<file path="src/rtl/counter_pkg.sv">
// Shared definitions for the multimode counter: mode encoding and the
// one-shot sequencer state type.
package counter_pkg;

  // Counting modes as presented on the mode input.
  typedef enum logic [1:0] {
    MODE_UP       = 2'b00,
    MODE_DOWN     = 2'b01,
    MODE_PINGPONG = 2'b10,
    MODE_ONESHOT  = 2'b11
  } mode_t;

  // One-shot down-count sequencer states.
  typedef enum logic [1:0] {
    OS_IDLE = 2'b00,
    OS_RUN  = 2'b01,
    OS_DONE = 2'b10
  } os_state_t;

  // Direction a mode starts in after ld/clear: 1 = down.
  function automatic logic mode_counts_down(input mode_t m);
    return (m == MODE_DOWN) || (m == MODE_ONESHOT);
  endfunction

endpackage

</file>
<file path="src/rtl/ctr_step.sv">
// Combinational single-step evaluator: given the present count, limit,
// direction, wrap setting and mode, produce the count and direction after
// one enabled step and flag whether the step hit a boundary.
module ctr_step
  import counter_pkg::*;
#(
  parameter int unsigned WIDTH = 8
) (
  input  logic [WIDTH-1:0] count,
  input  logic [WIDTH-1:0] limit,
  input  logic             dir,
  input  logic             wrap,
  input  logic [1:0]       mode,
  output logic [WIDTH-1:0] next_count,
  output logic             next_dir,
  output logic             hit
);

  localparam logic [WIDTH-1:0] ONE = WIDTH'(1);

  mode_t            mode_e;
  logic [WIDTH-1:0] inc;
  logic [WIDTH-1:0] dec;
  logic [WIDTH-1:0] dec_clamped;

  assign mode_e      = mode_t'(mode);
  assign inc         = count + ONE;
  assign dec         = count - ONE;
  assign dec_clamped = (dec > limit) ? limit : dec;

  // Next count / direction / boundary for one enabled step in each mode.
  always_comb begin
    next_count = count;
    next_dir   = dir;
    hit        = 1'b0;
    case (mode_e)
      MODE_UP: begin
        next_dir = 1'b0;
        if (count >= limit) begin
          hit        = 1'b1;
          next_count = wrap ? '0 : limit;
        end else begin
          next_count = inc;
        end
      end
      MODE_DOWN: begin
        next_dir = 1'b1;
        if (count == '0) begin
          hit        = 1'b1;
          next_count = wrap ? limit : '0;
        end else if (count > limit) begin
          next_count = limit;
        end else begin
          next_count = dec;
        end
      end
      MODE_PINGPONG: begin
        if (!dir) begin
          if (count >= limit) begin
            hit        = 1'b1;
            next_dir   = 1'b1;
            next_count = (limit == '0) ? '0 : (limit - ONE);
          end else begin
            next_count = inc;
          end
        end else begin
          if (count == '0) begin
            hit        = 1'b1;
            next_dir   = 1'b0;
            next_count = (limit == '0) ? '0 : ONE;
          end else begin
            next_count = dec_clamped;
          end
        end
      end
      MODE_ONESHOT: begin
        next_dir = 1'b1;
        if (count == '0) begin
          hit        = 1'b1;
          next_count = '0;
        end else begin
          next_count = dec;
        end
      end
      default: begin
        next_count = count;
      end
    endcase
  end

endmodule

</file>
<file path="src/rtl/multimode_counter.sv">
// Multimode counter: up, down, ping-pong and one-shot down counting within
// 0..limit, with synchronous load/clear, terminal-count pulse, sticky
// boundary flag and a one-shot sequencer. All outputs come from flops.
module multimode_counter
  import counter_pkg::*;
#(
  parameter int unsigned WIDTH = 8
) (
  input  logic             clock,
  input  logic             reset_n,
  input  logic             clear,
  input  logic             ld,
  input  logic [WIDTH-1:0] count_in,
  input  logic [WIDTH-1:0] limit,
  input  logic             en,
  input  logic [1:0]       mode,
  input  logic             wrap,
  output logic [WIDTH-1:0] count,
  output logic             dir,
  output logic             tc,
  output logic             ovf,
  output logic             done
);

  mode_t            mode_e;
  os_state_t        state_q;
  os_state_t        state_d;
  logic [WIDTH-1:0] count_d;
  logic             dir_d;
  logic             tc_d;
  logic             ovf_d;
  logic             done_d;
  logic [WIDTH-1:0] step_count;
  logic             step_dir;
  logic             step_hit;

  assign mode_e = mode_t'(mode);

  ctr_step #(
    .WIDTH(WIDTH)
  ) u_step (
    .count     (count),
    .limit     (limit),
    .dir       (dir),
    .wrap      (wrap),
    .mode      (mode),
    .next_count(step_count),
    .next_dir  (step_dir),
    .hit       (step_hit)
  );

  // Next-state and next-output selection: ld > clear > enabled step > hold.
  always_comb begin
    count_d = count;
    dir_d   = dir;
    ovf_d   = ovf;
    tc_d    = 1'b0;
    state_d = state_q;
    if (ld) begin
      count_d = count_in;
      ovf_d   = 1'b0;
      dir_d   = mode_counts_down(mode_e);
      state_d = (mode_e == MODE_ONESHOT) ? OS_RUN : OS_IDLE;
    end else if (clear) begin
      count_d = '0;
      ovf_d   = 1'b0;
      dir_d   = mode_counts_down(mode_e);
      state_d = OS_IDLE;
    end else if (mode_e != MODE_ONESHOT) begin
      // Parking the sequencer in IDLE whenever another mode is selected is
      // equivalent to forcing IDLE on the edge of a mode change, since only
      // ld can leave IDLE once one-shot is selected again.
      state_d = OS_IDLE;
      if (en) begin
        count_d = step_count;
        dir_d   = step_dir;
        tc_d    = step_hit;
        if (step_hit && (mode_e != MODE_PINGPONG)) begin
          ovf_d = 1'b1;
        end
      end
    end else if (en) begin
      dir_d = 1'b1;
      case (state_q)
        OS_RUN: begin
          count_d = step_count;
          tc_d    = step_hit;
          if (step_hit) begin
            state_d = OS_DONE;
          end
        end
        OS_DONE: begin
          count_d = '0;
        end
        default: begin
          count_d = count;
        end
      endcase
    end
    done_d = (state_d == OS_DONE);
  end

  // One-shot sequencer state register.
  always_ff @(posedge clock or negedge reset_n) begin
    if (!reset_n) begin
      state_q <= OS_IDLE;
    end else begin
      state_q <= state_d;
    end
  end

  // Registered outputs.
  always_ff @(posedge clock or negedge reset_n) begin
    if (!reset_n) begin
      count <= '0;
      dir   <= 1'b0;
      tc    <= 1'b0;
      ovf   <= 1'b0;
      done  <= 1'b0;
    end else begin
      count <= count_d;
      dir   <= dir_d;
      tc    <= tc_d;
      ovf   <= ovf_d;
      done  <= done_d;
    end
  end

endmodule

</file>
<file path="config.mk">
export PLATFORM = sky130hd
export DESIGN_NAME = multimode_counter
export DESIGN_NICKNAME = d
export VERILOG_FILES = /design/src/rtl/counter_pkg.sv /design/src/rtl/ctr_step.sv /design/src/rtl/multimode_counter.sv
export SDC_FILE = /design/constraint.sdc
export NUM_CORES = 1
export LEC_CHECK = 0
export ABC_AREA = 1
export CORE_MARGIN = 2
export CORE_UTILIZATION = 45
export DETAILED_ROUTE_END_ITERATION = 10
export PLACE_DENSITY_LB_ADDON = 0.1
export SYNTH_ARGS = -nofsm -noshare
export SYNTH_HDL_FRONTEND = slang
export SYNTH_HIERARCHICAL = 1
export SYNTH_SLANG_ARGS = --single-unit
</file>
<file path="constraint.sdc">
create_clock -name clock -period 2.4 [get_ports clock]
set_input_delay 0.36 -clock clock [delete_from_list [all_inputs] [get_ports clock]]
set_output_delay 0.36 -clock clock [all_outputs]
set_load 0.1 [all_outputs]
</file>
# Word level (Yosys, flattened, before mapping)
# Cells that the tools add are included.
[word_totals]
input_bits = 24
register_bits = 14
out_inout_bits = 12
elab_cells = 81
[op_classes]
reduce_logical = 12
n_lt_le_gt_ge = 3
mux = 49
n_eq_ne = 8
n_addsub = 3
[op_table]
columns = ["cell", "count"]
rows = [
  ["$mux 8", 16],
  ["$pmux 8 s4", 1],
  ["$mux 1", 23],
  ["$gt 8x8->1", 2],
  ["$logic_not 8->1", 2],
  ["$pmux 8 s2", 1],
  ["$sub 8x1->8 const B", 2],
  ["$mux 2", 6],
  ["$reduce_bool 3->1", 3],
  ["$add 8x1->8 const B", 1],
  ["$eq 2x2->1 const B", 4],
  ["$ge 8x8->1", 1],
  ["$pmux 1 s3", 2],
  ["$reduce_bool 5->1", 1],
  ["$eq 2x1->1 const B", 2],
  ["$ne 2x2->1 const B", 2],
  ["$reduce_and 3->1", 1],
  ["$logic_not 2->1", 1],
  ["$reduce_and 2->1", 1],
  ["$reduce_or 2->1", 1],
  ["$logic_and 1x1->1", 1],
  ["$logic_or 1x1->1", 1],
]

# Depth between registers and ports, before layout
[logic_depth]
depth_word = 11
mapped_depth = 24
ltp_nobuf = 24

# Modules after synthesis
# Netlist, hierarchy kept.
[modules_own_cells]
columns = ["mod", "seq_area_each_um2", "instances", "cells_each", "area_each_um2"]
rows = [
  ["ctr_step", 0.0, 1, 351, 1890.6],
  ["multimode_counter", 350.3, 1, 124, 844.6],
]

# Worst setup path before layout
# OpenSTA, ideal clock, no wires.
[synth_path]
path_kind = "register to register"
start = "register count[0]"
end = "register count[1]"
slack_ns = -1.003
required_time_ns = 2.280
path_buffers = 0
arrival_ns = 3.283
path_stages_with_launch = 22
setup_ns = 0.120
synth_period_minus_slack_ns = 3.403
cell_sequence = "dfrtp_1 -> inv_2 -> ha_1 -> nand3_4 -> xor2_1 -> inv_1 -> ha_1 -> nand2_1 -> nor2_1 -> nand3_1 -> nand2_2 -> nand2_1 -> nand3_1 -> nand2_1 -> nand2_1 -> nand3_1 -> inv_1 -> nor2_1 -> nand2_1 -> nand2_1 -> nand2_1 -> nand2_1"
[synth_via]
elab_chain_cells = 11
elab_cells_between_ends = 21
cone_classes = "2 x add/sub; 3 x order compare; 15 x mux; 1 x reduce/logical"
[synth_rtl]
columns = ["item", "line_no", "rtl"]
rows = [
  ["start: declaration", "multimode_counter.sv:18", "output logic [WIDTH-1:0] count,"],
  ["start signal: assignment", "multimode_counter.sv:121", "count <= count_d;"],
  ["$sub 8x1->8", "ctr_step.sv:28", "assign dec = count - ONE;"],
  ["$gt 8x8->1", "ctr_step.sv:29", "assign dec_clamped = (dec > limit) ? limit : dec;"],
  ["$mux 8", "ctr_step.sv:29", ""],
  ["$mux 8", "ctr_step.sv:67", "if (count == '0) begin"],
  ["$mux 8", "ctr_step.sv:58", "if (!dir) begin"],
  ["$pmux 8 s4 *", "ctr_step.sv:36", "case (mode_e)"],
  ["via step_count[1]", "multimode_counter.sv:33", "logic [WIDTH-1:0] step_count;"],
  ["$pmux 8 s2", "multimode_counter.sv:84", "case (state_q)"],
  ["$mux 8", "multimode_counter.sv:82", "end else if (en) begin"],
  ["$mux 8 *", "multimode_counter.sv:69", "end else if (mode_e != MODE_ONESHOT) begin"],
  ["$mux 8 *", "multimode_counter.sv:64", "end else if (clear) begin"],
  ["$mux 8 *", "multimode_counter.sv:59", "if (ld) begin"],
]
# The timed path passes the listed nets; every way through them passes the cells marked *. The select of a mux whose other input is x is not followed.
# A chain may end at the register's enable or synchronous reset.

# Worst setup path after layout
[layout_path]
start = "register count[0]"
end = "register count[4]"
# Same word-level chain as after synthesis.

==> impl_metrics.yaml <==
global_routing:
  grt_start_max_net_pins: 18
  antenna_found_initial: 0
  track_usage: 0.344
  grt_pass1_wl_mm: 17.3
  vias_in_the_first_global_route: 3501
  congestion_overflow_gr: 0
placement:
  place_hpwl_mm: 8.51
  port_buffers: 35
  finalWeightedCongestion: 1.03
  post-place-ws_ns: -0.535
yosys:
  synth_sequential_area_ratio: 0.128
  synthesized_area_mm2: 0.00274
  compound_cell_area_share_of_the_yosys_netlist: 0.0828
  netlist.area_leader.share: 0.251
  synth_top_cells_by_area: "nand2_1, dfrtp_1, nand3_1, ha_1, inv_1"
  syn_inst: 475
  xor_and_xnor_fraction_of_the_mapped_netlist_area: 0.0348
  number_of_synthesized_register_bits: 14
  ys_dominant_reg_cell: "dfrtp_1"
  synth.distinct_cells: 42
  synthesis.area_per_instance_um2: 5.76
  synth_warnings: 6
  async_reset_ff_frac: 1.00
  synth-simple-area-share: 0.547
  library_cell_with_the_highest_instance_count_after_synthesis: "nand2_1"
  netlist_top_cells_count: "nand2_1, nand3_1, inv_1"
  synth-edff-count: 0
  yosys.area_share.adder: 0.0915
  fraction_of_synthesized_area_in_multiplexers: 0
  synthesis.nets: 519
  combinational_family_with_the_most_area_after_synthesis: "simple AND/OR/NAND/NOR gates"
  synth_area_leader_cell: "nand2_1"
drt:
  detailroute.via_count: 3595
  route.detailed.drc: 0
  postRouteAntennaNets: 0
  detailedRoute.firstIterationViolations: 314
  avgViaCountPerCell: 5.44
  routed_wl_mm: 11.1
  total_iterations_of_the_first_detailed_routing_run: 5
  routedWlPerCell_um: 16.8
run_status:
  violations: "negative setup slack"
  status: "finished with violations"
sta:
  tightest_slew_ns: 0.653
  setup-violations-final: 13
  worst_slew_margin_rel: 0.564
  totalNegativeSetupSlack_ns: -3.53
  min_period_over_period: 1.20
  rsz0062_at_grt: "true"
  timing.final.hold_violations: 0
  maxClockFrequency_mhz: 346
  slew_viol_final: 0
  setup_ws_ns: -0.486
  fin_skew_ns: 0.00589
  fin_crit_ns: 2.89
clock_tree:
  clock_buffer_count_from_cts: 3
  cts_tree: "yes"
  cts_max_level: 1
  clk_sinks: 14
  clk_path_buf_depth: 2
  clk_latency_ns: 0.25
  clock_root_cell: "clkbuf_8"
  clk_pin_slew_ns: 0.06
  cts_hold_buffers: 0
layout:
  finish.net_count: 631
  drive_above_1_share: 0.319
  fillerInstances: 513
  areaGrowthSynthToFinish_pct: 49.4
  antenna-diode-count: 0
power_and_ir_drop:
  max-vdd-ir-drop_v: 0.000634
  power_leakage_nw: 2.18
  power_density_mw_per_mm2: 569
worst_setup_path:
  critical_path_required_ns: 2.58
  ff2ff_setup_slack_ns: -0.49
  critical_path_arrival_ns: 3.07
  timing.critical_path.from_type: "register"
  setup.worst_path.end_class: "register"
  timing.setup.critical_path_class: "register to register"
  maximum_fanout_count_along_the_critical_path: 6
floorplanning:
  die_height_um: 82.0
  pin_count: 36
  start_util: 0.465
  core_mm2: 0.00589
  die_w_um: 82.0
  std_cell_rows: 28
  area_of_the_die_mm2: 0.00672
flow_run:
  max_cap_violations: 0
hold_path:
  hold_path.class: "input pin to asynchronous set/reset pin"
-- worst max-delay path, cell delays in order, from the launching register on --
cell and delay, ns:
dfrtp_4 0.50, inv_6 0.09, ha_4 0.14, nand3_4 0.11
buf_6 0.14, nor3_4 0.12, nand2_1 0.09, nand2_2 0.12
ha_4 0.15, nand2_4 0.06, nor2_4 0.15, nand3_4 0.16
buf_4 0.17, nand3_1 0.09, nand3_1 0.08, nand2_1 0.07
nand2_1 0.06, nand3_2 0.08, inv_1 0.04, nor2_1 0.08
nand2_1 0.08, nand2_1 0.10, nand2_1 0.07, nand2_1 0.08
-- sequential cells by signal (all words and copies together) (netlist names) --
name and count:
count 8, dir 1, done 1, ovf 1, state_q 2, tc 1
-- power breakdown --
group / leakage [nW] / switching (mW) / internal (mW)
logic: 1.98 / 1.08 / 0.703
registers: 0.171 / 0.0328 / 0.270
clock network: 0.0288 / 0.0917 / 0.146
-- what timing repair did --
item                                   4_1_cts  5_1_grt
buffers inserted                             7        2
pin swaps                                   24        4
resized for setup                           37       15
setup endpoints to repair                   14       14
endpoints found under the hold margin        0        0
gates cloned                                 1        0
-- layout make-up --
| type | count | area (µm²) | area share |
|---|---|---|---|
| multi-input combinational | 387 | 2340 | 0.572 |
| timing repair buffer | 115 | 957 | 0.234 |
| sequential | 14 | 380 | 0.0931 |
| inverter | 66 | 262 | 0.0640 |
| tap | 75 | 93.8 | 0.0230 |
| clock buffer | 4 | 55.1 | 0.0135 |
-- metrics by stage --
step                      hold WS, ns  instances   util  area, µm²  power [mW]
after CTS                       0.505        659  0.680       4000        2.24
after detailed placement        0.491        647  0.632       3720        1.85
after global routing            0.542        661  0.694       4090        2.47
after global placement          0.485        647  0.632       3720        1.85
final                           0.506        661  0.694       4090        2.33
after floorplan                0.0644        475      -       2850        1.27
-- cell families (layout without fill, tap and decap cells) --
logic type | after synthesis | after routing
AND/OR/NAND/NOR | 320 | 321
flip-flops | 14 | 14
AO/OA/AOI/OAI | 36 | 36
buffers and inverters | 75 | 185
adder cells (fa/ha/maj) | 20 | 20
XOR/XNOR | 10 | 10
-- placed cells by master, fill, tap and decap left out, types with 2 or more instances in the layout --
| cell type | Yosys | final |
|---|---|---|
| clkdlybuf4s50_1 | 0 | 21 |
| xor2_1 | 6 | 4 |
| nor2_2 | 3 | 4 |
| dfrtp_1 | 14 | 6 |
| o21ai_1 | 3 | 3 |
| a21oi_1 | 12 | 11 |
| inv_1 | 51 | 49 |
| dlygate4sd2_1 | 0 | 2 |
| xor2_2 | 1 | 2 |
| ha_1 | 20 | 15 |
| o21ai_0 | 5 | 3 |
| o22ai_1 | 8 | 8 |
| buf_4 | 2 | 85 |
| buf_6 | 3 | 5 |
| inv_2 | 12 | 12 |
| nor2_1 | 36 | 33 |
| nand3_4 | 2 | 4 |
| nor2_4 | 5 | 7 |
| clkbuf_8 | 0 | 4 |
| nand4_1 | 15 | 15 |
| nand2_1 | 183 | 170 |
| nand3_2 | 2 | 8 |
| ha_4 | 0 | 5 |
| xnor2_1 | 3 | 2 |
| o21ai_2 | 0 | 2 |
| nand3_1 | 58 | 50 |
| nand2_4 | 4 | 10 |
| dfrtp_4 | 0 | 8 |
| a21oi_4 | 1 | 2 |
| nand2_2 | 5 | 13 |
-- worst paths after layout --
check,from,cells after the start,endpoint
setup / recovery,count[0],23,count[4]
hold / removal,reset_n,1,ovf
setup reg to reg,count[0],23,count[4]
hold reg to reg,ovf,2,ovf
max in group asynchronous,reset_n,1,count[1]
min in group clock,ovf,2,ovf
-- metal layers --
layer | routed length (µm) | vias up | share of wire | track usage
met3 | 735 | 54 | 0.066 | 0.0341
met1 | 4470 | 1601 | 0.40 | 0.418
met4 | 573 | 0 | 0.052 | 0.195
li1 | - | 1754 | - | -
met5 | 0 | - | 0 | 0
met2 | 5290 | 186 | 0.48 | 0.590
Power figures use the tool's default switching activity.
